## config.mk

```make
export PLATFORM = sky130hd
export DESIGN_NAME = muldiv_unit_flat
export DESIGN_NICKNAME = d
export VERILOG_FILES = /design/src/rtl/muldiv_if.sv /design/src/rtl/muldiv_unit.sv /design/src/flat_wrapper.sv
export SDC_FILE = /design/constraint.sdc
export NUM_CORES = 1
export LEC_CHECK = 0
export ABC_AREA = 1
export CELL_PAD_IN_SITES_DETAIL_PLACEMENT = 1
export CELL_PAD_IN_SITES_GLOBAL_PLACEMENT = 2
export CORE_MARGIN = 3
export CORE_UTILIZATION = 35
export CTS_BUF_LIST = sky130_fd_sc_hd__clkbuf_8
export DETAILED_ROUTE_END_ITERATION = 16
export DONT_BUFFER_PORTS = 1
export HOLD_SLACK_MARGIN = 0.08
export PLACE_DENSITY = 0.84
export SKIP_CTS_REPAIR_TIMING = 1
export SYNTH_ARGS = -nofsm -noshare
export SYNTH_HDL_FRONTEND = slang
export SYNTH_SLANG_ARGS = --single-unit
```

## constraint.sdc

```tcl
create_clock -name clk -period 3 [get_ports clk]
set_input_delay 0.3 -clock clk [delete_from_list [all_inputs] [get_ports clk]]
set_output_delay 0.3 -clock clk [all_outputs]
set_load 0.05 [all_outputs]
```

## src/rtl/muldiv_if.sv

```systemverilog
// Operand/command and HI/LO result bundle between the CPU datapath and the mul/div unit.
interface muldiv_if;
  logic        start;
  logic [1:0]  op;
  logic [31:0] a;
  logic [31:0] b;
  logic        we_hi;
  logic        we_lo;
  logic [31:0] wd;
  logic        busy;
  logic        done;
  logic [31:0] hi;
  logic [31:0] lo;

  modport master (
    output start, op, a, b, we_hi, we_lo, wd,
    input  busy, done, hi, lo
  );

  modport slave (
    input  start, op, a, b, we_hi, we_lo, wd,
    output busy, done, hi, lo
  );
endinterface

```

## src/rtl/muldiv_unit.sv

```systemverilog
// Iterative 32-bit multiply/divide with architectural HI/LO; 33 clocks from start to result.
// Multiply is shift-add, divide is restoring; signed ops run on magnitudes and are fixed up at the end.
module muldiv_unit (
  input  logic     clk,
  input  logic     reset,
  muldiv_if.slave  bus
);

  typedef enum logic [1:0] {StIdle, StRun, StFix} state_e;

  state_e      state_q, state_d;
  logic [4:0]  cnt_q;
  logic [63:0] acc_q;
  logic [31:0] opnd_q;
  logic [31:0] a_q;
  logic [31:0] hi_q, lo_q;
  logic        mul_q;
  logic        neg_q;
  logic        a_neg_q;
  logic        done_q;

  logic        a_neg, b_neg;
  logic [31:0] a_abs, b_abs;
  logic [63:0] step;
  logic [32:0] mul_sum;
  logic [32:0] div_rem;
  logic [32:0] div_diff;
  logic [63:0] prod_fix;
  logic [31:0] fix_hi, fix_lo;
  logic        accept;
  logic        mt_ok;

  assign a_neg  = bus.op[0] & bus.a[31];
  assign b_neg  = bus.op[0] & bus.b[31];
  assign a_abs  = a_neg ? -bus.a : bus.a;
  assign b_abs  = b_neg ? -bus.b : bus.b;
  assign accept = (state_q == StIdle) & bus.start;
  assign mt_ok  = (state_q == StIdle) & ~bus.start;

  // One iteration: multiply keeps {partial product, remaining multiplier},
  // divide keeps {partial remainder, dividend bits shifting into quotient}.
  always_comb begin
    mul_sum  = {1'b0, acc_q[63:32]} + (acc_q[0] ? {1'b0, opnd_q} : 33'd0);
    div_rem  = {acc_q[63:32], acc_q[31]};
    div_diff = div_rem - {1'b0, opnd_q};
    if (mul_q) begin
      step = {mul_sum, acc_q[31:1]};
    end else if (!div_diff[32]) begin
      step = {div_diff[31:0], acc_q[30:0], 1'b1};
    end else begin
      step = {div_rem[31:0], acc_q[30:0], 1'b0};
    end
  end

  always_comb begin
    prod_fix = neg_q ? -acc_q : acc_q;
    if (mul_q) begin
      fix_hi = prod_fix[63:32];
      fix_lo = prod_fix[31:0];
    end else if (opnd_q == 32'd0) begin
      fix_hi = a_q;
      fix_lo = 32'hFFFF_FFFF;
    end else begin
      fix_hi = a_neg_q ? -acc_q[63:32] : acc_q[63:32];
      fix_lo = neg_q ? -acc_q[31:0] : acc_q[31:0];
    end
  end

  always_comb begin
    state_d = state_q;
    unique case (state_q)
      StIdle:  if (bus.start) state_d = StRun;
      StRun:   if (cnt_q == 5'd31) state_d = StFix;
      StFix:   state_d = StIdle;
      default: state_d = StIdle;
    endcase
  end

  always_ff @(posedge clk) begin
    if (reset) begin
      state_q <= StIdle;
      cnt_q   <= '0;
      acc_q   <= '0;
      opnd_q  <= '0;
      a_q     <= '0;
      hi_q    <= '0;
      lo_q    <= '0;
      mul_q   <= 1'b0;
      neg_q   <= 1'b0;
      a_neg_q <= 1'b0;
      done_q  <= 1'b0;
    end else begin
      state_q <= state_d;
      done_q  <= 1'b0;
      if (accept) begin
        cnt_q   <= '0;
        mul_q   <= ~bus.op[1];
        neg_q   <= a_neg ^ b_neg;
        a_neg_q <= a_neg;
        a_q     <= bus.a;
        acc_q   <= bus.op[1] ? {32'd0, a_abs} : {32'd0, b_abs};
        opnd_q  <= bus.op[1] ? b_abs : a_abs;
      end else if (state_q == StRun) begin
        cnt_q <= cnt_q + 5'd1;
        acc_q <= step;
      end else if (state_q == StFix) begin
        hi_q   <= fix_hi;
        lo_q   <= fix_lo;
        done_q <= 1'b1;
      end
      if (mt_ok && bus.we_hi) hi_q <= bus.wd;
      if (mt_ok && bus.we_lo) lo_q <= bus.wd;
    end
  end

  assign bus.busy = (state_q != StIdle);
  assign bus.done = done_q;
  assign bus.hi   = hi_q;
  assign bus.lo   = lo_q;

endmodule

```

## src/flat_wrapper.sv

```systemverilog
// flat-port wrapper written by rule: the top's interface ports become plain ports
module muldiv_unit_flat 
  (clk, reset, bus_start, bus_op, bus_a, bus_b, bus_we_hi, bus_we_lo, bus_wd, bus_busy, bus_done, bus_hi, bus_lo);
  muldiv_if bus_i ();
  input  logic clk;
  input  logic reset;
  input wire logic [$bits(bus_i.start)-1:0] bus_start;
  input wire logic [$bits(bus_i.op)-1:0] bus_op;
  input wire logic [$bits(bus_i.a)-1:0] bus_a;
  input wire logic [$bits(bus_i.b)-1:0] bus_b;
  input wire logic [$bits(bus_i.we_hi)-1:0] bus_we_hi;
  input wire logic [$bits(bus_i.we_lo)-1:0] bus_we_lo;
  input wire logic [$bits(bus_i.wd)-1:0] bus_wd;
  output wire logic [$bits(bus_i.busy)-1:0] bus_busy;
  output wire logic [$bits(bus_i.done)-1:0] bus_done;
  output wire logic [$bits(bus_i.hi)-1:0] bus_hi;
  output wire logic [$bits(bus_i.lo)-1:0] bus_lo;
  assign bus_i.start = bus_start;
  assign bus_i.op = bus_op;
  assign bus_i.a = bus_a;
  assign bus_i.b = bus_b;
  assign bus_i.we_hi = bus_we_hi;
  assign bus_i.we_lo = bus_we_lo;
  assign bus_i.wd = bus_wd;
  assign bus_busy = bus_i.busy;
  assign bus_done = bus_i.done;
  assign bus_hi = bus_i.hi;
  assign bus_lo = bus_i.lo;
  muldiv_unit u_core (.clk(clk), .reset(reset), .bus(bus_i));
endmodule
```

==> results of run 1 <==
==> cells by family after synthesis <==
| family | count (synthesis) | share of synthesized area [%] |
|---|---|---|
| xor+xnor | 112 | 5.08 |
| fa+ha+maj | 72 | 4.75 |
| simple gates | 1752 | 38.1 |
| buf+inv | 630 | 12.6 |
| compound gates | 650 | 18.5 |
| flops | 203 | 21.1 |
==> worst min path at each step <==
stage	endpoint	slack, ns	depth (start not counted)
after floorplan	u_core.a_q[31]$_SDFFE_PP0P_	0.42	2
after global placement	u_core.bus.done$_SDFF_PP0_	0.39	1
after detailed placement	u_core.neg_q$_SDFFE_PP0P_	0.40	1
after CTS	u_core.acc_q[4]$_SDFFE_PP0P_	-0.27	1
after global routing	u_core.acc_q[21]$_SDFFE_PP0P_	0.08	4
final	u_core.bus.hi[30]$_SDFFE_PP0P_	0.03	4
==> through the flow <==
| step | setup slack [ns] | hold WS (ns) | area [sq um] |
|---|---|---|---|
| final | 0.109 | 0.0281 | 22500 |
| after global routing | -0.0613 | 0.0817 | 22500 |
| after CTS | 0.0985 | -0.265 | 21400 |
| after detailed placement | 0.108 | 0.405 | 20600 |
| after global placement | 0.161 | 0.395 | 20600 |
| after floorplan | 0.389 | 0.425 | 19300 |
==> per-layer routing <==
| layer | share of wire (%) | global-route usage [%] | up-vias |
|---|---|---|---|
| li1 | - | - | 11300 |
| met1 | 44 | 49.6 | 12000 |
| met2 | 43 | 53.6 | 1017 |
| met3 | 8.7 | 7.64 | 244 |
| met4 | 4.4 | 13.5 | 4 |
| met5 | 0.026 | 0 | - |
==> cell usage after synthesis, drive strengths merged (2+ instances only) <==
cell type / count
nand2: 1015
inv: 486
nand3: 318
nor2: 300
o21ai: 269
a21oi: 246
dfxtp: 203
clkbuf: 106
xor2: 96
ha: 70
nand4: 47
o211ai: 46
buf: 36
nor3: 32
a31oi: 20
o22ai: 16
xnor2: 16
or2: 13
nand3b: 12
a22oi: 11
a21o: 10
o21bai: 9
o21a: 8
nor4: 7
o221ai: 6
and2: 5
and3: 3
a211oi: 2
a21boi: 2
clkinv: 2
fa: 2
o2111ai: 2
==> worst max-delay path, delay by kind of cell, from the launching register on <==
family,cells,cell delay (ns)
AO/OA/AOI/OAI,2,0.32
buffers and inverters,4,1.21
flip-flops,1,0.34
AND/OR/NAND/NOR,6,0.94
==> power breakdown <==
group          switching, uW  total (uW)  internal, uW  leakage (uW)
clock                   1470        3160          1690      0.000508
sequential               700        3700          3000       0.00167
combinational           8220       11700          3450       0.00896
total                  10400       18500          8140        0.0111
==> state kept, by name (all words and copies together), names as in the netlist <==
register,count
u_core.neg_q,1
u_core.bus.lo,32
u_core.state_q,2
u_core.acc_q,64
u_core.cnt_q,5
u_core.a_q,32
u_core.mul_q,1
u_core.opnd_q,32
u_core.bus.hi,32
u_core.bus.done,1
u_core.a_neg_q,1
==> cell type report <==
cell class	instances	area, sq um	area share [%]
repair buffers	217	2000	8.88
clock inverters	25	169	0.750
inverters	488	1830	8.14
flip-flops and latches	203	4080	18.1
diodes	2	5.00	0.0222
clock buffers	50	688	3.06
well taps	696	871	3.87
multi-input cells	2587	12900	57.2
==> flow_metrics.tcl, run 1 <==
set metrics [dict create \
    drive_gt1_share_pct 6.58 \
    dr.pass1.iters 5 \
    cp_slowest_stage_delay_ns 0.56 \
    die_w_um 241 \
    cp-endpoint "u_core.bus.lo[4]$_SDFFE_PP0P_" \
    die-area_sq_um 58000 \
    drc 0 \
    hold_violations 0 \
    ys.flop_type "dfxtp_1" \
    fin_crit_ns 2.89 \
    via_per_inst 5.75 \
    fp-row-count 85 \
    syn_inst 3419 \
    power.density_nw_per_um2 823 \
    power_leakage_uw 0.0111 \
    min-delay-start "bus_wd[30]" \
    h-tree-depth 2 \
    ios 169 \
    cts_buffers 42 \
    syn_to_final_growth_pct 16.7 \
    clock_sinks 203 \
    drv_cap 0 \
    synth_top_area_share_pct 21.1 \
    ys_seq_area_share_pct 21.1 \
    fill_cells 7505 \
    critPathRequiredTime_ns 3.56 \
    rr_startpoint "u_core.opnd_q[31]$_SDFFE_PP0P_" \
    path_cells "inv_1 -> nand4_1 -> nor2_1 -> nand2_1 -> nor2_2 -> buf_12 -> nand2_1 -> nand2_1 -> buf_4 -> o221ai_1 -> a21oi_1 -> dlygate4sd3_1" \
    synth_cell_types 50 \
    cts_tree "built" \
    synth_top_area_cell "dfxtp_1" \
    worst_setup_path_end_kind "flop" \
    finalSetupViolCount 0 \
    wl_um 109000 \
    synthArstFlopShare_pct 0 \
    crit_type "flop to flop" \
    slew-limit-headroom_pct 34.6 \
    io_buffers 0 \
    outcome "finished clean" \
    start_kind "flop" \
    gr-total-overflow 0 \
    drv_slew 0 \
    utilization_pct 41.6 \
    antenna_found_initial 4 \
    crit_arrival_ns 3.45 \
    clkLatencyLatePin_ns 0.63 \
    min_path_type "primary input to flop" \
    coreArea_sq_um 54100 \
    clockBufferDepth 3 \
    dpl.cell_count 4087 \
    crit_path_top_delay_cell "dlygate4sd3_1" \
    timing.fmax_ghz 0.346 \
    worstMarginPinSlew_ns 0.981 \
    final_nets 3714 \
    fin_worst_skew_ns 0.0331 \
    grt_pass1_vias 23500 \
    synth_fp_nets 3594 \
    avgSynthCellArea_sq_um 5.64 \
    synth_area_leaders "dfxtp_1, nand2_1, inv_1" \
    clockRootBuffer "clkbuf_8" \
    path_clk_slew_ns 0.07 \
    power.total_uw 18500 \
    critPathMaxFanout 31 \
    grt_usage_pct 35.5 \
    final_cells 4268 \
    synth-seq-cells 203 \
    synth_edf_count 0 \
    wire_per_inst_um 25.5 \
    fin_crit_sh_pct 96.4 \
    antenna_left 0 \
    rrSetupSlack_ns 0.11 \
    syn_area_sq_um 19300 \
    initialDrtViolationCount 2375 \
    rr_endpoint "u_core.bus.lo[4]$_SDFFE_PP0P_" \
    post-dp-hpwl_um 86100 \
    ys.warnings.count 0 \
    cpMostUsedCell "nand2_1" \
    setup_tns_ns 0 \
    final_cell_mix "nand2_1, inv_1, nand3_1, nor2_1, o21ai_0" \
    peakVddDrop_v 0.000656 \
    cp-startpoint "u_core.opnd_q[31]$_SDFFE_PP0P_" \
    gp_congestion 0.975 \
    start_util_pct 35.6 \
    grt_max_degree 112 \
    die_y_um 241 \
    vias 24500 \
    r2r_cells 12 \
    grt_pass1_wl_um 153000 \
    final_common_cell "nand2_1" \
]
No activity file was read; power rests on OpenSTA's default activity.
==> run 2: changes to the inputs <==
TNS_END_PERCENT = 5   (was default)
==> run 2 against run 1 <==
Sequential share of layout area hardly changed. Clock-buffer cell count is the same. Critical path depth is the same. Largest power group unchanged. Sequential power about the same. Die area stayed put. Via count barely moved. Core utilization is essentially flat.
==> flow_metrics.tcl, run 2 (synthesized netlist as in run 1, its figures left out) <==
set metrics [dict create \
    power.total_uw 18500 \
    min-delay-start "bus_wd[30]" \
    via_per_inst 5.74 \
    wl_um 109000 \
    start_util_pct 35.6 \
    r2r_cells 12 \
    outcome "finished clean" \
    p_int_uw 8140 \
    grt_pass1_wl_um 153000 \
    die-area_sq_um 58000 \
    worst_setup_path_end_kind "flop" \
    drive_gt1_share_pct 6.58 \
    cts_tree "built" \
    clock_sinks 203 \
    comb_power_share_pct 62.9 \
    fin_crit_sh_pct 96.5 \
    hold_depth 4 \
    syn_to_final_growth_pct 16.6 \
    min_path_type "primary input to flop" \
    crit_type "flop to flop" \
    ios 169 \
    clockBufferDepth 3 \
    rr_endpoint "u_core.bus.lo[4]$_SDFFE_PP0P_" \
    drv_slew 0 \
    fp-row-count 85 \
    gp_congestion 0.975 \
    critPathMaxFanout 31 \
    final_nets 3714 \
    seqPwrFrac_pct 20.0 \
    crit_arrival_ns 3.45 \
    top_register "u_core.acc_q" \
    power_leakage_uw 0.0111 \
    antenna_found_initial 4 \
    wire_per_inst_um 25.5 \
    timing.fmax_ghz 0.345 \
    grt_pass1_vias 23500 \
    grt_max_degree 112 \
    fin_ws_ns 0.105 \
    drc 0 \
    drv_cap 0 \
    grt_usage_pct 35.5 \
    clkPwrFrac_pct 17.1 \
    initialDrtViolationCount 2372 \
    vias 24500 \
    gr-total-overflow 0 \
    fin_crit_ns 2.90 \
    rrSetupSlack_ns 0.10 \
    final_common_cell "nand2_1" \
    clockRootBuffer "clkbuf_8" \
    final_cell_mix "nand2_1, inv_1, nand3_1, nor2_1, o21ai_0" \
    clkLatencyLatePin_ns 0.63 \
    placed_cell_area_sq_um 20600 \
    slew-limit-headroom_pct 34.6 \
    io_buffers 0 \
    die_y_um 241 \
    p_sw_share_pct 56.1 \
    peakVddDrop_v 0.000658 \
    hold_violations 0 \
    path_clk_slew_ns 0.07 \
    rr_startpoint "u_core.opnd_q[31]$_SDFFE_PP0P_" \
    finalSetupViolCount 0 \
    switching_power_uw 10400 \
    holdPathEnd "u_core.bus.hi[30]$_SDFFE_PP0P_" \
    dr.pass1.iters 5 \
    die_w_um 241 \
    h-tree-depth 2 \
    largest_register_ffs 64 \
    fin_worst_skew_ns 0.0342 \
    worstMarginPinSlew_ns 0.980 \
    critPathRequiredTime_ns 3.56 \
    post-dp-hpwl_um 86100 \
    coreArea_sq_um 54100 \
    dp_slack_ns 0.108 \
    power.density_nw_per_um2 823 \
    antenna_left 0 \
    cts_buffers 42 \
    start_kind "flop" \
    final_area_sq_um 22500 \
]
[run 2: through the flow]
stage / hold WS, ns / instances / util, % / setup TNS, ns
4_1_cts: -0.265 / 4162 / 39.6 / 0
2_1_floorplan: 0.425 / 3419 / - / 0
5_1_grt: 0.0817 / 4267 / 41.6 / -0.0613
6_report: 0.0279 / 4268 / 41.6 / 0
3_3_place_gp: 0.395 / 4087 / 38.0 / 0
3_5_place_dp: 0.405 / 4087 / 38.0 / 0
[run 2: worst max-delay path, stage by stage (launching register included)]
cell and delay, ns:
dfxtp_1 0.33, inv_1 0.19, nand4_1 0.13, nor2_1 0.21, nand2_1 0.12, nor2_2 0.15
buf_12 0.22, nand2_1 0.10, nand2_1 0.23, buf_4 0.24, o221ai_1 0.13, a21oi_1 0.19
dlygate4sd3_1 0.56
[run 2: power groups by stage]
| stage | Clock (uW) | Sequential [uW] | Combinational (uW) |
|---|---|---|---|
| detailed placement | 0 | 3720 | 11000 |
| CTS | 3180 | 3660 | 11100 |
| global placement | 0 | 3710 | 10800 |
| finish | 3160 | 3700 | 11700 |
| global route | 3310 | 3710 | 12700 |
| floorplan | 0 | 3550 | 7200 |
[run 2: area by class of cell]
class,instances,area [sq um]
Inverter,488,1830
Timing Repair Buffer,217,2000
Clock buffer,50,688
Multi-Input combinational cell,2587,12900
Fill cell,7504,31600
Tap cell,696,871
Sequential cell,203,4080
Clock inverter,25,169
Antenna cell,2,5.00
[run 2: worst max-delay path by stage]
stage                                        start                             to  cells past startpoint
global placement    u_core.opnd_q[27]$_SDFFE_PP0P_  u_core.acc_q[39]$_SDFFE_PP0P_                     14
global route         u_core.opnd_q[7]$_SDFFE_PP0P_  u_core.bus.lo[4]$_SDFFE_PP0P_                     12
detailed placement  u_core.opnd_q[14]$_SDFFE_PP0P_  u_core.acc_q[45]$_SDFFE_PP0P_                     15
CTS                 u_core.opnd_q[14]$_SDFFE_PP0P_  u_core.acc_q[43]$_SDFFE_PP0P_                     17
floorplan             u_core.acc_q[0]$_SDFFE_PP0P_  u_core.acc_q[47]$_SDFFE_PP0P_                     17
finish              u_core.opnd_q[31]$_SDFFE_PP0P_  u_core.bus.lo[4]$_SDFFE_PP0P_                     12
[run 2: routing by layer]
metal / global-route usage (%) / vias to the layer above / wire length [um]
met2: 53.6 / 1023 / 46400
li1: - / 11300 / -
met4: 13.5 / 4 / 4800
met5: 0 / - / 28
met3: 7.64 / 238 / 9660
met1: 49.6 / 12000 / 47900
